==> src/rtl/wb_writer_pkg.sv <==
// Shared CPU definitions used by the write-back stage: register file geometry
// and the queued mul/div result entry.
package wb_writer_pkg;

  localparam int REG_ADDR_W = 5;
  localparam int DATA_W     = 32;
  localparam int NUM_REGS   = 32;

  typedef struct packed {
    logic [REG_ADDR_W-1:0] dest;
    logic [DATA_W-1:0]     data;
    logic [DATA_W-1:0]     pc;
    logic                  live;
  } wb_entry_t;

  function automatic logic [NUM_REGS-1:0] reg_onehot(input logic [REG_ADDR_W-1:0] r);
    reg_onehot = {{(NUM_REGS-1){1'b0}}, 1'b1} << r;
  endfunction

endpackage

==> src/rtl/wb_writer_if.sv <==
// Write-back bus: single-cycle pipe results, mul/div handshake and the
// register-file write port with the pending-write scoreboard.
interface wb_writer_if;
  import wb_writer_pkg::*;

  logic                  pipe_valid;
  logic [REG_ADDR_W-1:0] pipe_reg;
  logic [DATA_W-1:0]     pipe_data;
  logic [DATA_W-1:0]     pipe_pc;
  logic                  md_valid;
  logic                  md_ready;
  logic [REG_ADDR_W-1:0] md_reg;
  logic [DATA_W-1:0]     md_data;
  logic [DATA_W-1:0]     md_pc;
  logic                  regwrite;
  logic [REG_ADDR_W-1:0] write_reg;
  logic [DATA_W-1:0]     write_data;
  logic [DATA_W-1:0]     pc_new;
  logic [NUM_REGS-1:0]   busy;

  modport master (
    output pipe_valid, pipe_reg, pipe_data, pipe_pc,
    output md_valid, md_reg, md_data, md_pc,
    input  md_ready, regwrite, write_reg, write_data, pc_new, busy
  );

  modport slave (
    input  pipe_valid, pipe_reg, pipe_data, pipe_pc,
    input  md_valid, md_reg, md_data, md_pc,
    output md_ready, regwrite, write_reg, write_data, pc_new, busy
  );

endinterface

==> src/rtl/wb_queue.sv <==
// Circular buffer of pending mul/div writes with per-entry write-after-write
// cancel by destination and a derived pending-register mask.
module wb_queue
  import wb_writer_pkg::*;
#(
  parameter int DEPTH = 4,
  localparam int PTR_W = (DEPTH > 1) ? $clog2(DEPTH) : 1,
  localparam int CNT_W = PTR_W + 1
) (
  input  logic                  clk,
  input  logic                  reset,
  input  logic                  enq,
  input  wb_entry_t             enq_entry,
  input  logic                  deq,
  input  logic                  cancel_en,
  input  logic [REG_ADDR_W-1:0] cancel_reg,
  output wb_entry_t             head,
  output logic [CNT_W-1:0]      count,
  output logic                  full,
  output logic                  empty,
  output logic [NUM_REGS-1:0]   busy
);

  localparam logic [PTR_W-1:0] PTR_ONE = PTR_W'(1);
  localparam logic [CNT_W-1:0] CNT_ONE = CNT_W'(1);

  wb_entry_t          mem_r [DEPTH];
  logic [PTR_W-1:0]   rd_ptr_r;
  logic [PTR_W-1:0]   wr_ptr_r;
  logic [CNT_W-1:0]   count_r;
  logic [NUM_REGS-1:0] busy_s;

  // Storage update: cancel first, then retire head, then write the new (younger) entry.
  always_ff @(posedge clk or negedge reset) begin
    if (!reset) begin
      rd_ptr_r <= {PTR_W{1'b0}};
      wr_ptr_r <= {PTR_W{1'b0}};
      count_r  <= {CNT_W{1'b0}};
      for (int i = 0; i < DEPTH; i++) mem_r[i] <= '0;
    end else begin
      for (int i = 0; i < DEPTH; i++) begin
        if (cancel_en && (mem_r[i].dest == cancel_reg)) mem_r[i].live <= 1'b0;
      end
      if (deq) begin
        mem_r[rd_ptr_r].live <= 1'b0;
        rd_ptr_r             <= rd_ptr_r + PTR_ONE;
      end
      if (enq) begin
        mem_r[wr_ptr_r] <= enq_entry;
        wr_ptr_r        <= wr_ptr_r + PTR_ONE;
      end
      case ({enq, deq})
        2'b10:   count_r <= count_r + CNT_ONE;
        2'b01:   count_r <= count_r - CNT_ONE;
        default: count_r <= count_r;
      endcase
    end
  end

  // Pending mask: only occupied slots can hold a live bit.
  always_comb begin
    busy_s = {NUM_REGS{1'b0}};
    for (int i = 0; i < DEPTH; i++) begin
      if (mem_r[i].live) busy_s = busy_s | reg_onehot(mem_r[i].dest);
      else               busy_s = busy_s;
    end
  end

  assign head  = mem_r[rd_ptr_r];
  assign count = count_r;
  assign full  = (count_r == CNT_W'(DEPTH));
  assign empty = (count_r == {CNT_W{1'b0}});
  assign busy  = busy_s;

endmodule

==> src/rtl/wb_writer.sv <==
// Register-file write-back arbiter: pipe results win, mul/div results queue.
// Optional trace output is enabled with WB_WRITER_TRACE_EN.
module wb_writer
  import wb_writer_pkg::*;
#(
  parameter int FIFO_DEPTH = 4
) (
  input  logic      clk,
  input  logic      reset,
  wb_writer_if.slave bus
);

  localparam int CNT_W = ((FIFO_DEPTH > 1) ? $clog2(FIFO_DEPTH) : 1) + 1;
  localparam logic [CNT_W-1:0] CNT_ONE = CNT_W'(1);

  logic                  enq_s;
  logic                  deq_s;
  logic                  cancel_en_s;
  wb_entry_t             enq_entry_s;
  wb_entry_t             head_s;
  logic [CNT_W-1:0]      count_s;
  logic [CNT_W-1:0]      next_count_s;
  logic                  full_s;
  logic                  empty_s;
  logic [NUM_REGS-1:0]   busy_s;
  logic                  md_ready_r;
  logic                  regwrite_r;
  logic [REG_ADDR_W-1:0] write_reg_r;
  logic [DATA_W-1:0]     write_data_r;
  logic [DATA_W-1:0]     pc_new_r;

  // Queue control; register 0 transfers are accepted but never enqueued.
  always_comb begin
    enq_s        = bus.md_valid & md_ready_r & ~full_s & (bus.md_reg != {REG_ADDR_W{1'b0}});
    deq_s        = ~bus.pipe_valid & ~empty_s;
    cancel_en_s  = bus.pipe_valid & (bus.pipe_reg != {REG_ADDR_W{1'b0}});
    enq_entry_s  = '{dest: bus.md_reg, data: bus.md_data, pc: bus.md_pc, live: 1'b1};
    case ({enq_s, deq_s})
      2'b10:   next_count_s = count_s + CNT_ONE;
      2'b01:   next_count_s = count_s - CNT_ONE;
      default: next_count_s = count_s;
    endcase
  end

  wb_queue #(.DEPTH(FIFO_DEPTH)) u_queue (
    .clk        (clk),
    .reset      (reset),
    .enq        (enq_s),
    .enq_entry  (enq_entry_s),
    .deq        (deq_s),
    .cancel_en  (cancel_en_s),
    .cancel_reg (bus.pipe_reg),
    .head       (head_s),
    .count      (count_s),
    .full       (full_s),
    .empty      (empty_s),
    .busy       (busy_s)
  );

  // Write port and ready flag; ready is registered so it stays low through reset.
  always_ff @(posedge clk or negedge reset) begin
    if (!reset) begin
      md_ready_r   <= 1'b0;
      regwrite_r   <= 1'b0;
      write_reg_r  <= {REG_ADDR_W{1'b0}};
      write_data_r <= {DATA_W{1'b0}};
      pc_new_r     <= {DATA_W{1'b0}};
    end else begin
      md_ready_r <= (next_count_s < CNT_W'(FIFO_DEPTH));
      if (bus.pipe_valid) begin
        regwrite_r   <= (bus.pipe_reg != {REG_ADDR_W{1'b0}});
        write_reg_r  <= bus.pipe_reg;
        write_data_r <= bus.pipe_data;
        pc_new_r     <= bus.pipe_pc;
      end else if (!empty_s) begin
        regwrite_r   <= head_s.live;
        write_reg_r  <= head_s.dest;
        write_data_r <= head_s.data;
        pc_new_r     <= head_s.pc;
      end else begin
        regwrite_r   <= 1'b0;
      end
    end
  end

  assign bus.md_ready   = md_ready_r;
  assign bus.regwrite   = regwrite_r;
  assign bus.write_reg  = write_reg_r;
  assign bus.write_data = write_data_r;
  assign bus.pc_new     = pc_new_r;
  assign bus.busy       = busy_s;

`ifdef WB_WRITER_TRACE_EN
  // Commit trace, one line per real register write.
  always_ff @(posedge clk) begin
    if (regwrite_r) $display("@%h: $%0d <= %h", pc_new_r, write_reg_r, write_data_r);
  end
`else
  // Trace disabled: no simulation output.
`endif

endmodule
==> src/flat_wrapper.sv <==
// flat-port wrapper written by rule: the top's interface ports become plain ports
module wb_writer_flat import wb_writer_pkg::*;
#(
  parameter int FIFO_DEPTH = 4
)
  (clk, reset, bus_pipe_valid, bus_pipe_reg, bus_pipe_data, bus_pipe_pc, bus_md_valid, bus_md_reg, bus_md_data, bus_md_pc, bus_md_ready, bus_regwrite, bus_write_reg, bus_write_data, bus_pc_new, bus_busy);
  wb_writer_if bus_i ();
  input  logic clk;
  input  logic reset;
  input wire logic [$bits(bus_i.pipe_valid)-1:0] bus_pipe_valid;
  input wire logic [$bits(bus_i.pipe_reg)-1:0] bus_pipe_reg;
  input wire logic [$bits(bus_i.pipe_data)-1:0] bus_pipe_data;
  input wire logic [$bits(bus_i.pipe_pc)-1:0] bus_pipe_pc;
  input wire logic [$bits(bus_i.md_valid)-1:0] bus_md_valid;
  input wire logic [$bits(bus_i.md_reg)-1:0] bus_md_reg;
  input wire logic [$bits(bus_i.md_data)-1:0] bus_md_data;
  input wire logic [$bits(bus_i.md_pc)-1:0] bus_md_pc;
  output wire logic [$bits(bus_i.md_ready)-1:0] bus_md_ready;
  output wire logic [$bits(bus_i.regwrite)-1:0] bus_regwrite;
  output wire logic [$bits(bus_i.write_reg)-1:0] bus_write_reg;
  output wire logic [$bits(bus_i.write_data)-1:0] bus_write_data;
  output wire logic [$bits(bus_i.pc_new)-1:0] bus_pc_new;
  output wire logic [$bits(bus_i.busy)-1:0] bus_busy;
  assign bus_i.pipe_valid = bus_pipe_valid;
  assign bus_i.pipe_reg = bus_pipe_reg;
  assign bus_i.pipe_data = bus_pipe_data;
  assign bus_i.pipe_pc = bus_pipe_pc;
  assign bus_i.md_valid = bus_md_valid;
  assign bus_i.md_reg = bus_md_reg;
  assign bus_i.md_data = bus_md_data;
  assign bus_i.md_pc = bus_md_pc;
  assign bus_md_ready = bus_i.md_ready;
  assign bus_regwrite = bus_i.regwrite;
  assign bus_write_reg = bus_i.write_reg;
  assign bus_write_data = bus_i.write_data;
  assign bus_pc_new = bus_i.pc_new;
  assign bus_busy = bus_i.busy;
  wb_writer #(.FIFO_DEPTH(FIFO_DEPTH)) u_core (.clk(clk), .reset(reset), .bus(bus_i));
endmodule
==> config.mk <==
export PLATFORM = sky130hd
export DESIGN_NAME = wb_writer_flat
export DESIGN_NICKNAME = d
export VERILOG_FILES = /design/src/rtl/wb_writer_pkg.sv /design/src/rtl/wb_writer_if.sv /design/src/rtl/wb_queue.sv /design/src/rtl/wb_writer.sv /design/src/flat_wrapper.sv
export SDC_FILE = /design/constraint.sdc
export NUM_CORES = 1
export LEC_CHECK = 0
export CORE_AREA = 2 2 178 180
export CTS_CLUSTER_DIAMETER = 40
export DETAILED_ROUTE_END_ITERATION = 8
export DIE_AREA = 0 0 180 182
export PLACE_DENSITY_LB_ADDON = 0.1
export SYNTH_ARGS = -nofsm -noshare
export SYNTH_HDL_FRONTEND = slang
export SYNTH_SLANG_ARGS = --single-unit
==> constraint.sdc <==
create_clock -name clk -period 2.62 [get_ports clk]
set_input_delay 0.786 -clock clk [delete_from_list [all_inputs] [get_ports clk]]
set_output_delay 0.786 -clock clk [all_outputs]
set_load 0.05 [all_outputs]
==> results of run 1 <==
-- through the flow --
stage | util (%) | TNS [ns] | cell area, um^2 | instances
detailed placement | 67.0 | -72.01 | 20800 | 1928
finish | 75.3 | -4.64 | 23300 | 2049
global route | 75.3 | -5.86 | 23300 | 2049
global placement | 67.0 | -65.70 | 20800 | 1928
CTS | 73.8 | -4.18 | 22900 | 2034
floorplan | - | -0.116 | 16700 | 1266
-- power groups by stage --
stage               combinational [mW]  clock [mW]  sequential, mW
detailed placement                13.7           0            10.2
global placement                  13.5           0            10.1
CTS                               14.6        6.17            10.1
finish                            15.2        6.07            10.2
floorplan                         7.49           0            11.4
global route                      16.0        6.41            10.5
-- cell families (layout without fill, tap and decap cells) --
family	Yosys count	count (layout)	synth area share (%)
other	0	1	0
DFF	358	358	53.6
xor gates and xnor gates	25	25	1.31
and+or+nand+nor	268	268	7.21
adders and majority gates	10	10	0.793
muxes	347	347	28.1
AOI/OAI and AO/OA	145	145	6.21
buffers and inverters	113	493	2.81
-- worst paths after layout --
kind,slack (ns),to,startpoint
hold / removal,0.16,u_core.u_queue.mem_r[228]$_DFFE_PN0P_,reset
hold reg to reg,0.50,u_core.u_queue.mem_r[92]$_DFFE_PN0P_,u_core.u_queue.mem_r[92]$_DFFE_PN0P_
setup / recovery,-0.23,bus_busy[11],u_core.u_queue.mem_r[207]$_DFFE_PN0P_
min in group clk,0.50,u_core.u_queue.mem_r[92]$_DFFE_PN0P_,u_core.u_queue.mem_r[92]$_DFFE_PN0P_
max in group asynchronous,1.66,u_core.bus.write_data[0]$_DFFE_PN0P_,reset
setup reg to reg,0.41,u_core.bus.md_ready$_DFF_PN0_,flop
-- what timing repair did --
| action | CTS | global route |
|---|---|---|
| endpoints found under the setup margin | 33 | 33 |
| cloned | 0 | 0 |
| setup buffers | 27 | 14 |
| gates resized for setup | 108 | 80 |
| pin swaps | 21 | 29 |
-- routing by layer --
metal / wire, um / up-vias
met5: 0 / -
met4: 1380 / 0
met3: 3020 / 112
met2: 22600 / 533
met1: 19100 / 6317
li1: - / 5381
-- worst max-delay path, delay by kind of cell, from the launching register on --
kind | cells | cell delay [ns]
flops | 1 | 0.43
buf+inv | 2 | 0.30
compound gates | 2 | 0.56
simple gates | 1 | 0.25
-- layout make-up --
cell class | count | area (um^2)
multi-input cells | 795 | 7940
flip-flops and latches | 358 | 8990
well taps | 402 | 503
diodes | 1 | 2.50
clock inverters | 24 | 264
clock buffers | 56 | 1230
fillers | 1995 | 7650
inverters | 21 | 78.8
repair buffers | 392 | 4330
-- cells in the final DEF, fill, tap and decap left out, types with 7 or more instances in the layout --
cell type                         instances
sky130_fd_sc_hd__mux4_2                  70
sky130_fd_sc_hd__xor2_1                   9
sky130_fd_sc_hd__clkdlybuf4s50_1        208
sky130_fd_sc_hd__buf_6                   27
sky130_fd_sc_hd__o22ai_1                 65
sky130_fd_sc_hd__dfrtp_1                338
sky130_fd_sc_hd__inv_1                   19
sky130_fd_sc_hd__nand4_1                  7
sky130_fd_sc_hd__mux2_2                 277
sky130_fd_sc_hd__buf_12                  52
sky130_fd_sc_hd__nand2_1                 16
sky130_fd_sc_hd__ha_1                     8
sky130_fd_sc_hd__clkbuf_16               52
sky130_fd_sc_hd__xnor2_1                 16
sky130_fd_sc_hd__clkinvlp_4               7
sky130_fd_sc_hd__o21ai_0                 10
sky130_fd_sc_hd__nand3_1                  7
sky130_fd_sc_hd__nor2_2                   7
sky130_fd_sc_hd__dfrtp_2                 18
sky130_fd_sc_hd__nor2_1                 142
sky130_fd_sc_hd__buf_4                   93
sky130_fd_sc_hd__nand2_2                 15
==> run summary, run 1 <==
Result of the run -> complete, but fails checks
Failing checks -> setup timing
First-pass GRT wire length -> 72.5 mm
Internal portion of total power -> 19.6 mW
X dimension of the die -> 180 um
Count of pins over their slew limit -> 0
Share of post-route cells with drive strength above 1 -> 44.2%
LEAKAGE -> 9.79 nW
Summed instance area of the synthesized netlist -> 16,700 um^2
Most numerous cell types in the synthesized netlist -> 358 x sky130_fd_sc_hd__dfrtp_1, 277 x sky130_fd_sc_hd__mux2_2, 155 x sky130_fd_sc_hd__nor2_1
Final setup skew -> 0.0176 ns
Number of buffers on the longest clock path -> 3
HPWL after detailed placement -> 30.6 mm
Clock tree root buffer cell -> sky130_fd_sc_hd__clkbuf_16
Number of vias per cell after detailed routing -> 6.02
Crit path max-delay cell type -> sky130_fd_sc_hd__dfrtp_1
Fraction of power consumed by combinational cells -> 48.3%
CTS tree -> built
Clock latency at the later pin of the worst-skew pair -> 0.54 ns
Crit path time final -> 2.85 ns
# hold bufs at CTS -> 0
DR vias -> 12,343
Worst slew pin tran -> 0.977 ns
Leftover overflow at the end of global routing -> 0
CP endpoint kind -> output port
Area enclosed by the die boundary -> 32,800 um^2
Synth top area share -> 53.6%
Critical path fanouts, max -> 3
Global-route usage over all layers -> 28.0%
Die H -> 182 um
YS warnings -> 0
Starting utilization of the core area -> 54.0%
Synth cell types -> 50
Setup violations, final -> 32
Pin count of the biggest net entering global routing -> 73
Via count of the first global-routing pass -> 13,060
Antenna violations before repair -> 1
Grt met2 use -> 46.0%
Worst Path Class, Setup -> reg -> out
Routed Wire Length -> 46.1 mm
Power density cells -> 1350 nW/um^2
Crit path DAT -> 2.06 ns
Final worst slack -> -0.226 ns
Share of async-settable or async-resettable flops after synthesis -> 100%
Upper clock frequency limit -> 351 MHz
Count of nets left with antenna violations after detail routing -> 0
Power dissipated by switching net loads -> 11.9 mW
Number of standard cells after synthesis -> 1,266
Delay contributed by the slowest stage of the critical path -> 0.43 ns
Routability cong. -> 0.980
Total DRC errors in the routed layout -> 0
Share of the clock period used by the worst path after layout -> 109%
Area of the core -> 31,000 um^2
Largest register by flop count -> u_core.u_queue.mem_r
Max reg flops -> 280
Register clock-pin slew on the reported worst setup and hold paths -> 0.06 ns
Number of synthesized flops with an enable pin -> 0
Dominant cells by area after synthesis -> sky130_fd_sc_hd__dfrtp_1 54%, sky130_fd_sc_hd__mux2_2 19%, sky130_fd_sc_hd__mux4_2 9.4%
Number of clock sinks -> 358
Initial DRC count -> 970
Final hold viol count -> 0
Startpoint type of the worst setup path -> flop
Synthesized flop and latch total -> 358
Synthesized area divided by synthesized cell count -> 13.2 um^2
Pre-CTS WS -> -0.496 ns
Number of detailed-route iterations in the first pass -> 5
Met3 track utilization from global routing -> 5.13%
Data required time of the worst path -> 1.83 ns
Library cell with the largest summed area after synthesis -> sky130_fd_sc_hd__dfrtp_1
Unrepaired setup endpoints after global routing -> true
Synthesized netlist net count -> 1,418
Total number of nets in the final design -> 1,764
R2r worst-path depth -> 9
Ports -> 245
Average routed wire per standard cell -> 22.5 um
Peak VDD IR -> 0.821 mV
Worst-case headroom to the max-slew limit -> 34.3%
Most used routing layer in global routing -> met2
Core Rows -> 65
Ordered cell list for the critical path -> buf_6 -> nand3b_1 -> o32ai_2 -> a221o_1 -> buf_12
CTS Buf Count -> 44
Met1 track demand over resource -> 38.1%
Final total power -> 31.4 mW
Quantity of I/O buffers inserted on ports -> 244
Number of max-cap violations -> 0
Layout overhead on the synthesized area -> 39.6%
Dominant synthesized flop cell -> sky130_fd_sc_hd__dfrtp_1
Flop pwr share -> 32.4%
Worst hold path type -> in -> async
Net switching fraction of the power -> 37.7%
H-tree lvl count -> 2
Seq/Total Area, Yosys -> 53.6%
Cell with the most instances after synthesis -> sky130_fd_sc_hd__dfrtp_1
Hold Worst Slack -> 0.158 ns
Share of total power in the clock network -> 19.3%
Note: power is estimated with default switching activity, not from simulation.
==> run 2: changes to the inputs <==
==> constraint.sdc (replaced) <==
create_clock -name clk -period 3 [get_ports clk]
set_input_delay 0.9 -clock clk [delete_from_list [all_inputs] [get_ports clk]]
set_output_delay 0.9 -clock clk [all_outputs]
set_load 0.05 [all_outputs]
==> run 2 against run 1 <==
Compared with the run above: the flow now finishes without violations; hold slack gained 0.079 ns; utilization shrank 2.6 points; routed wire length shrank 2.6%; first-iteration DRC count shrank 14%; via count shrank 2.6%; sequential cell count is the same; register-to-register slack gained 0.26 ns; sequential share of layout area grew 1.4 points; non-clock buffer count shrank 44; critical path depth is the same; largest power group unchanged.
==> run summary, run 2 (same netlist as run 1, synthesis figures left out) <==
Die H -> 182 um (unchanged)
Hold Worst Slack -> 0.237 ns (+0.0794 ns)
Crit path time final -> 2.99 ns
Clock latency at the later pin of the worst-skew pair -> 0.55 ns (about the same)
Upper clock frequency limit -> 335 MHz
Worst-case headroom to the max-slew limit -> 57.3% (+23 points)
Share of post-route cells with drive strength above 1 -> 39.7% (-4.6 points)
Share of the core filled with cells -> 72.7% (-2.6 points)
Worst Path Class, Setup -> reg -> out
Pre-CTS WS -> -0.173 ns (+0.324 ns)
Ports -> 245 (unchanged)
Buffers plus inverters on the worst setup path -> 2 (unchanged)
Post-route cell area -> 22,500 um^2 (-3.5%)
Unrepaired setup endpoints after global routing -> true
Met3 track utilization from global routing -> 4.87% (-0.26 points)
LEAKAGE -> 9.49 nW (-3.1%)
Data required time of the worst path -> 2.10 ns (+0.27 ns)
Routability cong. -> 0.938 (-4.2%)
HPWL after detailed placement -> 29.9 mm (-2.1%)
Quantity of I/O buffers inserted on ports -> 244 (unchanged)
Largest register by flop count -> u_core.u_queue.mem_r
Layout overhead on the synthesized area -> 34.7%
Register clock-pin slew on the reported worst setup and hold paths -> 0.06 ns (about the same)
Multi-input combinational cell area -> 7520 um^2 (-5.3%)
Power density cells -> 1190 nW/um^2 (-12%)
Crit path max-delay cell type -> sky130_fd_sc_hd__dfrtp_2
Average routed wire per standard cell -> 22.3 um (-0.89%)
Final setup skew -> 0.0263 ns (+0.00866 ns)
FF+latch area -> 8990 um^2 (about the same)
Leftover overflow at the end of global routing -> 0 (unchanged)
Worst slew pin tran -> 0.634 ns (-0.342 ns)
H-tree lvl count -> 2 (unchanged)
Startpoint type of the worst setup path -> flop
Grt met2 use -> 43.9% (-2.1 points)
Setup violations, final -> 0 (-100%)
Number of clock sinks -> 358 (unchanged)
Global-route usage over all layers -> 27.4% (-0.59 points)
CTS Buf Count -> 48 (+9.1%)
Result of the run -> finished, final reports clean
Met1 track demand over resource -> 38.9% (+0.78 points)
Final Non-Filler Cells -> 2,014 (-1.7%)
Area enclosed by the die boundary -> 32,800 um^2 (unchanged)
CP endpoint kind -> output port
Ordered cell list for the critical path -> buf_6 -> or3b_4 -> o32ai_2 -> a221o_1 -> buf_12
Number of stages on the worst setup path -> 5 (unchanged)
First-pass GRT wire length -> 71.1 mm (-1.9%)
CTS tree -> built
Initial DRC count -> 836 (-14%)
Antenna violations before repair -> 1 (unchanged)
Max reg flops -> 280 (unchanged)
Total number of nets in the final design -> 1,724 (-2.3%)
Number of detailed-route iterations in the first pass -> 6 (+1)
Worst-case register-to-register setup slack -> 0.67 ns (+0.26 ns)
Leading cell type in the layout, fill and taps excluded -> sky130_fd_sc_hd__dfrtp_1
Startpoint of the worst register-to-register path -> u_core.u_queue.count[1]$_DFFE_PN0N_
Count of pins over their slew limit -> 0 (unchanged)
Commonest cells after routing, fill and taps aside -> 337 x sky130_fd_sc_hd__dfrtp_1, 277 x sky130_fd_sc_hd__mux2_2, 211 x sky130_fd_sc_hd__clkdlybuf4s50_1
Core Rows -> 65 (unchanged)
R2r worst-path depth -> 9 (unchanged)
Pin count of the biggest net entering global routing -> 69 (-5.5%)
Number of fill cells -> 2,112 (+5.9%)
Final total power -> 26.8 mW (-15%)
Kind of cell with the highest combined delay on the critical path -> flip-flops
DR vias -> 12,027 (-2.6%)
Via count of the first global-routing pass -> 12,627 (-3.3%)
Clock tree root buffer cell -> sky130_fd_sc_hd__clkbuf_16
Critical path fanouts, max -> 4 (+1)
Count of nets left with antenna violations after detail routing -> 0 (unchanged)
R2r endpoint -> u_core.bus.md_ready$_DFF_PN0_
Final worst slack -> 0.0132 ns (+0.240 ns)
Crit path DAT -> 2.09 ns (+0.03 ns)
Total DRC errors in the routed layout -> 0 (unchanged)
Final hold viol count -> 0 (unchanged)
Most used routing layer in global routing -> met2
Worst hold path type -> in -> async
X dimension of the die -> 180 um (unchanged)
Routed Wire Length -> 44.9 mm (-2.6%)
Final-layout setup total negative slack -> 0 ns (+4.64 ns)
Peak VDD IR -> 0.707 mV (-14%)
Number of max-cap violations -> 0 (unchanged)
Placed Instance Area -> 20,500 um^2 (-1.4%)
Delay contributed by the slowest stage of the critical path -> 0.46 ns (+0.03 ns)
Number of buffers on the longest clock path -> 3 (unchanged)
Starting utilization of the core area -> 54.0% (unchanged)
Share of the clock period used by the worst path after layout -> 99.6%
Cell count after placement -> 1,902 (-1.3%)
Area of the core -> 31,000 um^2 (unchanged)
Number of vias per cell after detailed routing -> 5.97 (-0.87%)
run 2: final cells by class:
class                      instances  share of cell area, %
clock inverter                    26                   1.26
sequential                       358                   39.9
clock buffer                      63                   5.90
inverter                          21                  0.350
timing repair buffer             348                   16.9
multi-input combinational        795                   33.4
antenna                            1                 0.0111
tap                              402                   2.23
run 2: report_power, final:
group | internal, mW | switching (mW)
logic | 6.02 | 6.09
registers | 7.31 | 1.71
clock network | 3.49 | 2.14
total | 16.8 | 9.94
run 2: worst max-delay path by stage:
stage                                                startpoint                            end  slack, ns
final                     u_core.u_queue.mem_r[205]$_DFFE_PN0P_                   bus_busy[10]       0.01
after global placement                            bus_md_reg[0]  u_core.bus.md_ready$_DFF_PN0_       -0.1
after floorplan           u_core.u_queue.mem_r[278]$_DFFE_PN0P_                   bus_busy[16]       0.06
after CTS                 u_core.u_queue.mem_r[205]$_DFFE_PN0P_                   bus_busy[10]     -0.009
after detailed placement                          bus_md_reg[0]  u_core.bus.md_ready$_DFF_PN0_      -0.17
after global routing      u_core.u_queue.mem_r[205]$_DFFE_PN0P_                   bus_busy[10]      -0.08
run 2: repair_timing:
item / CTS / global route
pin swaps: 0 / 4
buffers inserted: 8 / 14
gates resized for setup: 31 / 39
hold buffers: 0 / 0
endpoints found under the setup margin: 27 / 31
run 2: worst register-to-register path, stage by stage (launching register included):
cell and delay (ns):
sky130_fd_sc_hd__dfrtp_1 0.42, sky130_fd_sc_hd__nor3_1 0.39, sky130_fd_sc_hd__or2_2 0.24, sky130_fd_sc_hd__inv_2 0.05
sky130_fd_sc_hd__ha_1 0.21, sky130_fd_sc_hd__fa_1 0.38, sky130_fd_sc_hd__xnor2_1 0.14, sky130_fd_sc_hd__nor2_1 0.13
sky130_fd_sc_hd__xor2_1 0.19, sky130_fd_sc_hd__inv_1 0.06
run 2: layer usage:
layer / share of wire, % / up-vias / wire length (um)
met3: 5.6 / 81 / 2490
met5: 0 / - / 0
met1: 44 / 6234 / 19700
met2: 48 / 424 / 21700
met4: 2.1 / 0 / 965
li1: - / 5288 / -
